==> src/rtl/clk_rst_pkg.sv <==
// Shared definitions for the clock/reset sequencer: FSM state encoding and
// default parameter values used by clk_rst_sequencer and clk_div_ch.
package clk_rst_pkg;

  // Sequencer states; the numeric values are visible on the state output.
  typedef enum logic [1:0] {
    ST_HOLD    = 2'd0,
    ST_RELEASE = 2'd1,
    ST_RUN     = 2'd2,
    ST_HALT    = 2'd3
  } seq_state_e;

  localparam int DEF_NUM_DOM     = 4;
  localparam int DEF_DIV_W       = 4;
  localparam int DEF_RST_HOLD    = 3;
  localparam int DEF_STAGGER     = 2;
  localparam int DEF_CNT_W       = 16;
  localparam int DEF_CYCLE_LIMIT = 90;

endpackage

==> src/rtl/clk_div_ch.sv <==
// One derived-clock channel: toggles its output every (div_i+1) input clocks.
// While halted, a high output finishes its half-period, then parks low with
// the counter cleared, so the domain always sees a clean low when frozen.
module clk_div_ch
  import clk_rst_pkg::*;
#(
  parameter int DIV_W = DEF_DIV_W
) (
  input  logic             clk_i,
  input  logic             rst_ni,
  input  logic [DIV_W-1:0] div_i,
  input  logic             halt_i,
  output logic             clk_o
);

  logic [DIV_W-1:0] cnt_q, cnt_d;
  logic             clk_q, clk_d;

  // Next-state: count and toggle when running or still finishing a high phase;
  // otherwise hold low with the counter at zero.
  always_comb begin
    cnt_d = cnt_q;
    clk_d = clk_q;
    if (!halt_i || clk_q) begin
      // >= keeps the channel well behaved if div_i shrinks below the count
      if (cnt_q >= div_i) begin
        cnt_d = '0;
        clk_d = ~clk_q;
      end else begin
        cnt_d = cnt_q + DIV_W'(1);
      end
    end else begin
      cnt_d = '0;
      clk_d = 1'b0;
    end
  end

  // Counter and output flop.
  always_ff @(posedge clk_i or negedge rst_ni) begin
    if (!rst_ni) begin
      cnt_q <= '0;
      clk_q <= 1'b0;
    end else begin
      cnt_q <= cnt_d;
      clk_q <= clk_d;
    end
  end

  assign clk_o = clk_q;

endmodule

==> src/rtl/clk_rst_sequencer.sv <==
// Clock/reset sequencer: holds all domain resets for RST_HOLD cycles, releases
// them one by one STAGGER cycles apart, then counts RUN cycles. halt_req
// freezes the derived clocks (each parks low). Optional automatic halt after
// CYCLE_LIMIT RUN cycles is enabled by defining CLK_RST_CYCLE_LIMIT_EN.
module clk_rst_sequencer
  import clk_rst_pkg::*;
#(
  parameter int NUM_DOM     = DEF_NUM_DOM,
  parameter int DIV_W       = DEF_DIV_W,
  parameter int RST_HOLD    = DEF_RST_HOLD,
  parameter int STAGGER     = DEF_STAGGER,
  parameter int CNT_W       = DEF_CNT_W,
  parameter int CYCLE_LIMIT = DEF_CYCLE_LIMIT
) (
  input  logic                     clock,
  input  logic                     reset,
  input  logic [NUM_DOM*DIV_W-1:0] div_sel,
  input  logic                     halt_req,
  output logic [NUM_DOM-1:0]       dom_clk,
  output logic [NUM_DOM-1:0]       dom_rst_n,
  output logic [1:0]               state,
  output logic [CNT_W-1:0]         cycle_cnt,
  output logic                     done
);

  // One sequence counter serves both the HOLD wait and the RELEASE staircase.
  localparam int REL_LAST = (NUM_DOM - 1) * STAGGER;
  localparam int SEQ_MAX  = (RST_HOLD > REL_LAST) ? RST_HOLD : REL_LAST;
  localparam int SEQ_W    = $clog2(SEQ_MAX + 1) + 1;
  localparam logic [SEQ_W-1:0] HOLD_LAST = SEQ_W'(RST_HOLD - 1);
  localparam logic [SEQ_W-1:0] REL_END   = SEQ_W'(REL_LAST);
  localparam logic [CNT_W-1:0] LIMIT_VAL = CNT_W'(CYCLE_LIMIT - 1);
`ifdef CLK_RST_CYCLE_LIMIT_EN
  localparam bit LIMIT_EN = 1'b1;
`else
  localparam bit LIMIT_EN = 1'b0;
`endif

  seq_state_e               state_q, state_d;
  logic [SEQ_W-1:0]         seq_q, seq_d;
  logic [CNT_W-1:0]         cnt_q, cnt_d;
  logic                     done_q, done_d;
  logic [NUM_DOM-1:0]       rst_n_q, rst_n_d;
  logic [NUM_DOM*DIV_W-1:0] div_q, div_eff;

  // Next-state and counter logic of the sequencing FSM.
  always_comb begin
    state_d = state_q;
    seq_d   = seq_q;
    cnt_d   = cnt_q;
    done_d  = done_q;
    case (state_q)
      ST_HOLD: begin
        if (seq_q == HOLD_LAST) begin
          state_d = ST_RELEASE;
          seq_d   = '0;
        end else begin
          seq_d = seq_q + SEQ_W'(1);
        end
      end
      ST_RELEASE: begin
        if (seq_q == REL_END) begin
          state_d = ST_RUN;
          seq_d   = '0;
        end else begin
          seq_d = seq_q + SEQ_W'(1);
        end
      end
      ST_RUN: begin
        if (cnt_q != '1) cnt_d = cnt_q + CNT_W'(1);
        if (halt_req) state_d = ST_HALT;
        // Limit wins over a simultaneous halt_req so done is still recorded
        if (LIMIT_EN && (cnt_d == LIMIT_VAL)) begin
          state_d = ST_HALT;
          done_d  = 1'b1;
        end
      end
      ST_HALT: begin
        if (!halt_req && !done_q) state_d = ST_RUN;
      end
      default: state_d = ST_HOLD;
    endcase
  end

  // Domain resets are registered from the next state so they never glitch;
  // bit i rises i*STAGGER cycles into RELEASE and stays high afterwards.
  for (genvar gi = 0; gi < NUM_DOM; gi++) begin : g_rst
    assign rst_n_d[gi] = (state_d == ST_RUN) || (state_d == ST_HALT) ||
                         ((state_d == ST_RELEASE) && (seq_d >= SEQ_W'(gi * STAGGER)));
  end

  // Sequencer state registers; div_sel is captured only while in HOLD.
  always_ff @(posedge clock or negedge reset) begin
    if (!reset) begin
      state_q <= ST_HOLD;
      seq_q   <= '0;
      cnt_q   <= '0;
      done_q  <= 1'b0;
      rst_n_q <= '0;
      div_q   <= '0;
    end else begin
      state_q <= state_d;
      seq_q   <= seq_d;
      cnt_q   <= cnt_d;
      done_q  <= done_d;
      rst_n_q <= rst_n_d;
      if (state_q == ST_HOLD) div_q <= div_sel;
    end
  end

  // In HOLD the dividers follow the live select so the first periods are
  // already correct; afterwards they use the captured copy.
  assign div_eff = (state_q == ST_HOLD) ? div_sel : div_q;

  for (genvar gi = 0; gi < NUM_DOM; gi++) begin : g_div
    clk_div_ch #(
      .DIV_W (DIV_W)
    ) u_div (
      .clk_i  (clock),
      .rst_ni (reset),
      .div_i  (div_eff[gi*DIV_W +: DIV_W]),
      .halt_i (state_q == ST_HALT),
      .clk_o  (dom_clk[gi])
    );
  end

  assign dom_rst_n = rst_n_q;
  assign state     = state_q;
  assign cycle_cnt = cnt_q;
  assign done      = done_q;

endmodule

==> config.mk <==
export PLATFORM = sky130hd
export DESIGN_NAME = clk_rst_sequencer
export DESIGN_NICKNAME = d
export VERILOG_FILES = /design/src/rtl/clk_rst_pkg.sv /design/src/rtl/clk_div_ch.sv /design/src/rtl/clk_rst_sequencer.sv
export SDC_FILE = /design/constraint.sdc
export NUM_CORES = 1
export LEC_CHECK = 0
export ABC_AREA = 0
export CORE_MARGIN = 5
export CORE_UTILIZATION = 54
export DETAILED_ROUTE_END_ITERATION = 7
export PLACE_DENSITY = 0.79
export SYNTH_ARGS = -nofsm -noshare
export SYNTH_HDL_FRONTEND = slang
export SYNTH_HIERARCHICAL = 1
export SYNTH_SLANG_ARGS = --single-unit
==> constraint.sdc <==
create_clock -name clock -period 3.16 [get_ports clock]
set_clock_uncertainty 0.2 [all_clocks]
set_input_delay 0.474 -clock clock [delete_from_list [all_inputs] [get_ports clock]]
set_output_delay 0.474 -clock clock [all_outputs]
set_load 0.01 [all_outputs]
==> run_results.csv, run 1 <==
group,metric,value,unit
yosys,average_cell_area_after_synthesis,11.64,µm²
floorplan,std_cell_rows,28,
pwr,vdd.ir_drop.worst,0.3318,mV
global_routing,grt_first_pass_wirelength,10200,µm
placed_design,post-dp-hpwl,4282,µm
floorplan,die_width,87,µm
setup_path,worst-path-max-fanout,17,
clock_tree,ctsRootBufferMaster,"sky130_fd_sc_hd__clkbuf_8",
yosys,synth_largest_type_area_fraction,0.4846,
cells_and_area,diodes,0,
pwr,power_density,455.7,mW/mm²
clock_tree,cts.reportedPaths.clkPinSlew,0.06,ns
pwr,fin_total_pwr,1.774,mW
yosys,yosys-top-cells-count,"sky130_fd_sc_hd__dfrtp_1, sky130_fd_sc_hd__inv_1, sky130_fd_sc_hd__nor2_1",
setup_path,crit_path_top_delay_cell,"sky130_fd_sc_hd__dfrtp_1",
routing,avgViaCountPerCell,5.243,
routing,final_antenna_net_count,0,
setup_path,critPathMaxStageDelay,0.49,ns
routing,drt-wirelength-per-cell,14.18,µm
setup_path,worst-setup-path-type,"flop to flop",
timing,hold_viol,0,
yosys,synthCells,275,
yosys,synth_seq_cells,62,
setup_path,worstPathCellList,"nor2_2, buf_4, mux2_2, ha_1, nand2b_1, a21oi_1, o21ai_2, mux2_4",
yosys,leading_area_contributor_after_synthesis,"sky130_fd_sc_hd__dfrtp_1",
timing,fmaxAchievable,378.2,MHz
clock_tree,post_cts_resize_count,0,
timing,timing.final.max_slew_violations,0,
timing,period_minus_slack,2.644,ns
pwr,power_leakage,1.790,nW
setup_path,cp.buffers_inverters,1,
global_routing,vias_in_the_first_global_route,2281,
setup_path,critical_path.top_delay_family,"multiplexers",
yosys,synthTopCellsByArea,"sky130_fd_sc_hd__dfrtp_1, sky130_fd_sc_hd__ha_1, sky130_fd_sc_hd__mux2_2",
cells_and_area,final_layout_size_suffix_gt1_frac,0.1772,
yosys,synth_edf_count,0,
placed_design,globalplace.congestion,0.8574,
cells_and_area,filler_cell_count,458,
yosys,asyncSetResetFlopFracSynth,1.000,
routing,routed_wirelength,5785,µm
clock_tree,cts_sinks,62,
clock_tree,ctsHtreeMaxLevel,3,
yosys,netlist_area_before_placement,0.003202,mm²
clock_tree,postCtsHoldBufs,0,
clock_tree,clkLatencyLatePin,0.33,ns
floorplan,die_height,87,µm
setup_path,critical_path.endpoint_type,"flop",
yosys,synthesis.nets,317,
placed_design,dpl.cell_count,393,
yosys,yosysSeqAreaShare,0.4846,
yosys,synth.most_common_cell,"sky130_fd_sc_hd__dfrtp_1",
routing,drt_first_pass_iters,4,
min_path,timing.hold.worst.class,"input pin to asynchronous set/reset pin",
global_routing,grt-ovfl-total,0,
routing,route.vias.total,2139,
global_routing,groute.usage.overall,0.1755,
timing,fin_setup_tns,0,ns
timing,whs,0.09263,ns
status,outcome,"finished clean",
timing,rsz_0062_raised_after_global_routing,"false",
clock_tree,cts_made_buffers,9,
floorplan,floorplan.initialDensity,0.5473,
timing,worstMarginPinSlew,0.7652,ns
timing,final_setup_viols,0,
floorplan,die_area,0.007569,mm²
timing,maxSlewHeadroom,0.4899,
setup_path,arr_time_crit_path,2.66,ns
timing,final_min_period_over_clock_period,0.8368,
routing,drt_first_iter_violations,144,
global_routing,grt_antenna_before_repair,0,
setup_path,critPathLaunchType,"flop",
yosys,synth_warnings,6,
setup_path,worst-endpoint-required,3.17,ns
floorplan,coreArea,0.005851,mm²
clock_tree,ctsLongestPathBuffers,2,
global_routing,grt_start_max_net_pins,63,
clock_tree,clock_tree_from_tritoncts,"yes",
placed_design,placement.io_buffers,44,
cells_and_area,post_layout_nonfiller_instances,408,
routing,drt_drc_violations_left,0,
clock_tree,cts_setup_buffers,0,
cells_and_area,area.growth.synth_to_final,21.61,%
cells_and_area,final_net_count,371,
yosys,synth_flop_cell,"sky130_fd_sc_hd__dfrtp_1",
yosys,post_synth_num_cell_types,47,
floorplan,io_pins,46,
run,cap_violations,0,
per-stage QoR:
| step | instance area [µm²] | setup slack, ns | util |
|---|---|---|---|
| 2_1_floorplan | 3202 | 0.4659 | - |
| 3_3_place_gp | 3726 | 0.5703 | 0.6369 |
| 3_5_place_dp | 3726 | 0.5065 | 0.6369 |
| 4_1_cts | 3894 | 0.5121 | 0.6655 |
| 5_1_grt | 3894 | 0.3832 | 0.6655 |
| 6_report | 3894 | 0.5158 | 0.6655 |
registers in the layout, indices dropped and copies added, names as in the netlist:
name	flops
cycle_cnt	16
div_q	16
dom_rst_n	4
g_div.u_div/clk_o	4
g_div.u_div/cnt_q	16
seq_q	4
state	2
placed cells by master (no fill, tap or decap), types with 4 or more instances in the layout:
cell type,netlist,final
sky130_fd_sc_hd__xnor2_1,13,13
sky130_fd_sc_hd__clkdlybuf4s50_1,0,43
sky130_fd_sc_hd__clkbuf_8,0,11
sky130_fd_sc_hd__ha_1,23,23
sky130_fd_sc_hd__mux2_2,16,16
sky130_fd_sc_hd__nand2_1,12,12
sky130_fd_sc_hd__xor2_1,11,11
sky130_fd_sc_hd__inv_1,31,31
sky130_fd_sc_hd__a221oi_2,4,4
sky130_fd_sc_hd__mux2_4,6,6
sky130_fd_sc_hd__nand2b_1,6,6
sky130_fd_sc_hd__a21oi_1,10,10
sky130_fd_sc_hd__nor2_1,24,24
sky130_fd_sc_hd__o21ai_2,4,4
sky130_fd_sc_hd__buf_4,4,4
sky130_fd_sc_hd__dfrtp_1,62,62
sky130_fd_sc_hd__nand3_1,6,6
layer usage:
metal | wire length (µm) | GRT usage | vias up
li1 | - | - | 1043
met1 | 2555 | 0.2153 | 1037
met2 | 2841 | 0.2857 | 47
met3 | 244 | 0.03217 | 12
met4 | 143 | 0.1076 | 0
met5 | 0 | 0 | -
path summary, 6_finish.rpt:
| check | from | endpoint | slack (ns) | cells past startpoint |
|---|---|---|---|---|
| max | state[0] | g_div[1].u_div/clk_o | 0.52 | 8 |
| min | reset | cycle_cnt[6] | 0.09 | 2 |
| max reg2reg | state[0] | g_div[1].u_div/clk_o | 0.52 | 8 |
| min reg2reg | g_div[3].u_div/cnt_q[0] | g_div[3].u_div/cnt_q[0] | 0.29 | 1 |
| max in group asynchronous | reset | cycle_cnt[8] | 2.15 | 2 |
| min in group clock | g_div[3].u_div/cnt_q[0] | g_div[3].u_div/cnt_q[0] | 0.29 | 1 |
logic make-up (layout without fill, tap and decap cells):
logic type / count (synthesis) / after routing / share of synthesized area
buffers and inverters: 36 / 94 / 0.04728
AOI/OAI and AO/OA: 32 / 32 / 0.08050
and+or+nand+nor: 75 / 75 / 0.1465
other: 1 / 1 / 0.001171
xor gates and xnor gates: 24 / 24 / 0.06565
adders and majority gates: 23 / 23 / 0.08988
DFF: 62 / 62 / 0.4846
muxes: 22 / 22 / 0.08441
area by class of cell:
| class | count | area, µm² | area share |
|---|---|---|---|
| inverters | 31 | 116.4 | 0.02988 |
| flip-flops and latches | 62 | 1551 | 0.3985 |
| repair buffers | 48 | 465.4 | 0.1195 |
| multi-input cells | 177 | 1499 | 0.3850 |
| clock buffers | 14 | 162.7 | 0.04177 |
| well taps | 75 | 93.84 | 0.02410 |
| clock inverters | 1 | 5.005 | 0.001285 |
power by group:
group	switching, mW	internal (mW)
registers	0.0677	0.838
clock network	0.281	0.323
logic	0.115	0.150
No activity file was read; power rests on OpenSTA's default activity.
==> inputs of run 2 (changes only) <==
==> constraint.sdc (replaced) <==
create_clock -name clock -period 2.6 [get_ports clock]
set_clock_uncertainty 0.2 [all_clocks]
set_input_delay 0.39 -clock clock [delete_from_list [all_inputs] [get_ports clock]]
set_output_delay 0.39 -clock clock [all_outputs]
set_load 0.01 [all_outputs]
==> run 2 against run 1 <==
  * Cell count increased by 1.2%
  * Via count increased by 1.5%
  * Combinational power increased by 25%
  * Clock power increased by 21%
==> run_results.csv, run 2 (synthesis gave the netlist of run 1 again) <==
group,metric,value,unit
status,outcome,"finished clean",
setup_path,worst-setup-path-type,"flop to flop",
placed_design,globalplace.congestion,0.8758,
floorplan,floorplan.initialDensity,0.5473,
setup_path,cp.buffers_inverters,1,
global_routing,groute.usage.overall,0.1819,
setup_path,crit_path_top_delay_cell,"sky130_fd_sc_hd__dfrtp_1",
timing,final_setup_viols,0,
setup_path,critPathMaxStageDelay,0.41,ns
routing,drt-wirelength-per-cell,14.54,µm
setup_path,r2r_setup_slack,0.14,ns
routing,route.vias.total,2171,
timing,hold_viol,0,
clock_tree,cts.reportedPaths.clkPinSlew,0.07,ns
clock_tree,post_cts_resize_count,0,
timing,fin_setup_tns,0,ns
routing,routed_wirelength,6003,µm
global_routing,grt_start_max_net_pins,37,
floorplan,std_cell_rows,28,
setup_path,r2r_cells,8,
timing,rsz_0062_raised_after_global_routing,"false",
timing,fmaxAchievable,406.9,MHz
routing,drt_drc_violations_left,0,
routing,met1_length,2599,µm
floorplan,die_area,0.007569,mm²
setup_path,crit_path_to,"g_div[1].u_div/clk_o",
placed_design,post-dp-hpwl,4575,µm
cells_and_area,final_layout_size_suffix_gt1_frac,0.1893,
timing,whs,0.2863,ns
cells_and_area,diodes,0,
setup_path,number_of_gates_on_the_worst_path_with_buffers_counted,8,
cells_and_area,final_common_cell,"sky130_fd_sc_hd__dfrtp_1",
timing,final_min_period_over_clock_period,0.9452,
floorplan,die_height,87,µm
pwr,power_density,548.2,mW/mm²
placed_design,detailedPlace.worstSlack,0.1409,ns
timing,post-route-worst-setup-slack,0.1424,ns
placed_design,placement.io_buffers,44,
routing,drt_first_iter_violations,85,
routing,final_antenna_net_count,0,
global_routing,grt-ovfl-total,0,
timing,period_minus_slack,2.458,ns
clock_tree,ctsHtreeMaxLevel,3,
setup_path,critical_path.top_delay_family,"multiplexers",
setup_path,critical_path.endpoint_type,"flop",
pwr,power_leakage,1.812,nW
setup_path,worst_reg2reg_path_startpoint,"state[0]",
clock_tree,ctsRootBufferMaster,"sky130_fd_sc_hd__clkbuf_8",
floorplan,coreArea,0.005851,mm²
floorplan,io_pins,46,
cells_and_area,area.growth.synth_to_final,23.17,%
routing,drt_first_pass_iters,4,
cells_and_area,final_net_count,375,
clock_tree,cts_sinks,62,
setup_path,crit_path_start,"state[0]",
timing,worstMarginPinSlew,0.7945,ns
clock_tree,clkLatencyLatePin,0.34,ns
clock_tree,clock_tree_from_tritoncts,"yes",
global_routing,grt_antenna_before_repair,0,
setup_path,timing.rr.end,"g_div[1].u_div/clk_o",
routing,top_signal_layer_used,"met4",
routing,route.met2.wl,3003,µm
setup_path,worstPathCellList,"nor2_4, buf_12, mux2_2, ha_1, nand2b_1, a21oi_1, o21ai_2, mux2_4",
timing,maxSlewHeadroom,0.4704,
global_routing,grt_first_pass_wirelength,10480,µm
setup_path,arr_time_crit_path,2.48,ns
floorplan,die_width,87,µm
clock_tree,ctsLongestPathBuffers,2,
run,cap_violations,0,
cells_and_area,highest_count_cells_in_the_layout_ignoring_fill_and_taps,"sky130_fd_sc_hd__dfrtp_1, sky130_fd_sc_hd__clkdlybuf4s50_1, sky130_fd_sc_hd__inv_1",
setup_path,worst-path-max-fanout,15,
timing,timing.final.max_slew_violations,0,
routing,avgViaCountPerCell,5.257,
setup_path,critPathLaunchType,"flop",
routing,detailed_route_wirelength_on_metal3,256,µm
pwr,vdd.ir_drop.worst,0.3957,mV
min_path,timing.hold.worst.class,"flop to flop",
clock_tree,cts_setup_buffers,0,
clock_tree,cts_made_buffers,9,
setup_path,worst-endpoint-required,2.62,ns
global_routing,vias_in_the_first_global_route,2267,
## run 2: cell types whose count changed in the layout (fill, tap and decap cells not counted), sizes merged
| cell | previous run | this run |
|---|---|---|
| clkinvlp | 0 | 1 |
| dlygate4sd3 | 0 | 1 |
| buf | 5 | 8 |
| clkbuf | 14 | 12 |
| clkinv | 1 | 3 |
## run 2: worst register-to-register path: cells and delay by family (launching register included)
family / cells / cell delay (ns)
multiplexers: 2 / 0.66
flip-flops: 1 / 0.41
AO/OA/AOI/OAI: 2 / 0.31
AND/OR/NAND/NOR: 2 / 0.30
buffers and inverters: 1 / 0.17
adder cells (fa/ha/maj): 1 / 0.29
## run 2: final cells by class
cell class,instances,area (µm²)
clock buffers,12,145.1
clock inverters,4,22.52
fillers,448,1907
inverters,31,116.4
multi-input cells,177,1504
flip-flops and latches,62,1551
well taps,75,93.84
repair buffers,52,510.5
## run 2: how the worst min path moves through the flow
stage | start | to | cells past startpoint
after global placement | div_q[6] | div_q[6] | 1
after detailed placement | g_div[0].u_div/cnt_q[0] | g_div[0].u_div/cnt_q[0] | 1
after CTS | g_div[0].u_div/cnt_q[0] | g_div[0].u_div/cnt_q[0] | 1
after floorplan | reset | cycle_cnt[0] | 0
final | g_div[0].u_div/cnt_q[0] | g_div[0].u_div/cnt_q[0] | 1
after global routing | div_q[5] | div_q[5] | 1
## run 2: timing repair
action | in CTS | in global routing
hold endpoints to repair | 33 | 0
setup endpoints to repair | 0 | 0
hold buffers | 1 | 0
## run 2: per-stage QoR
step | area [µm²] | util | cells | power, mW
2_1_floorplan | 3207 | - | 275 | 1.261
4_1_cts | 3944 | 0.6741 | 413 | 2.199
5_1_grt | 3944 | 0.6741 | 413 | 2.277
3_5_place_dp | 3766 | 0.6437 | 396 | 1.454
3_3_place_gp | 3766 | 0.6437 | 396 | 1.442
6_report | 3944 | 0.6741 | 413 | 2.162
## run 2: layer usage
layer,GRT usage,vias to the layer above
met5,0,-
met4,0.1020,0
met3,0.04163,13
met2,0.2961,46
met1,0.2218,1056
li1,-,1056
## run 2: where the power goes
part           total [mW]  leakage (nW)  switching, mW  internal, mW
Sequential           1.10         0.821         0.0836          1.02
Clock               0.730        0.0861          0.362         0.367
Combinational       0.331         0.905          0.143         0.188
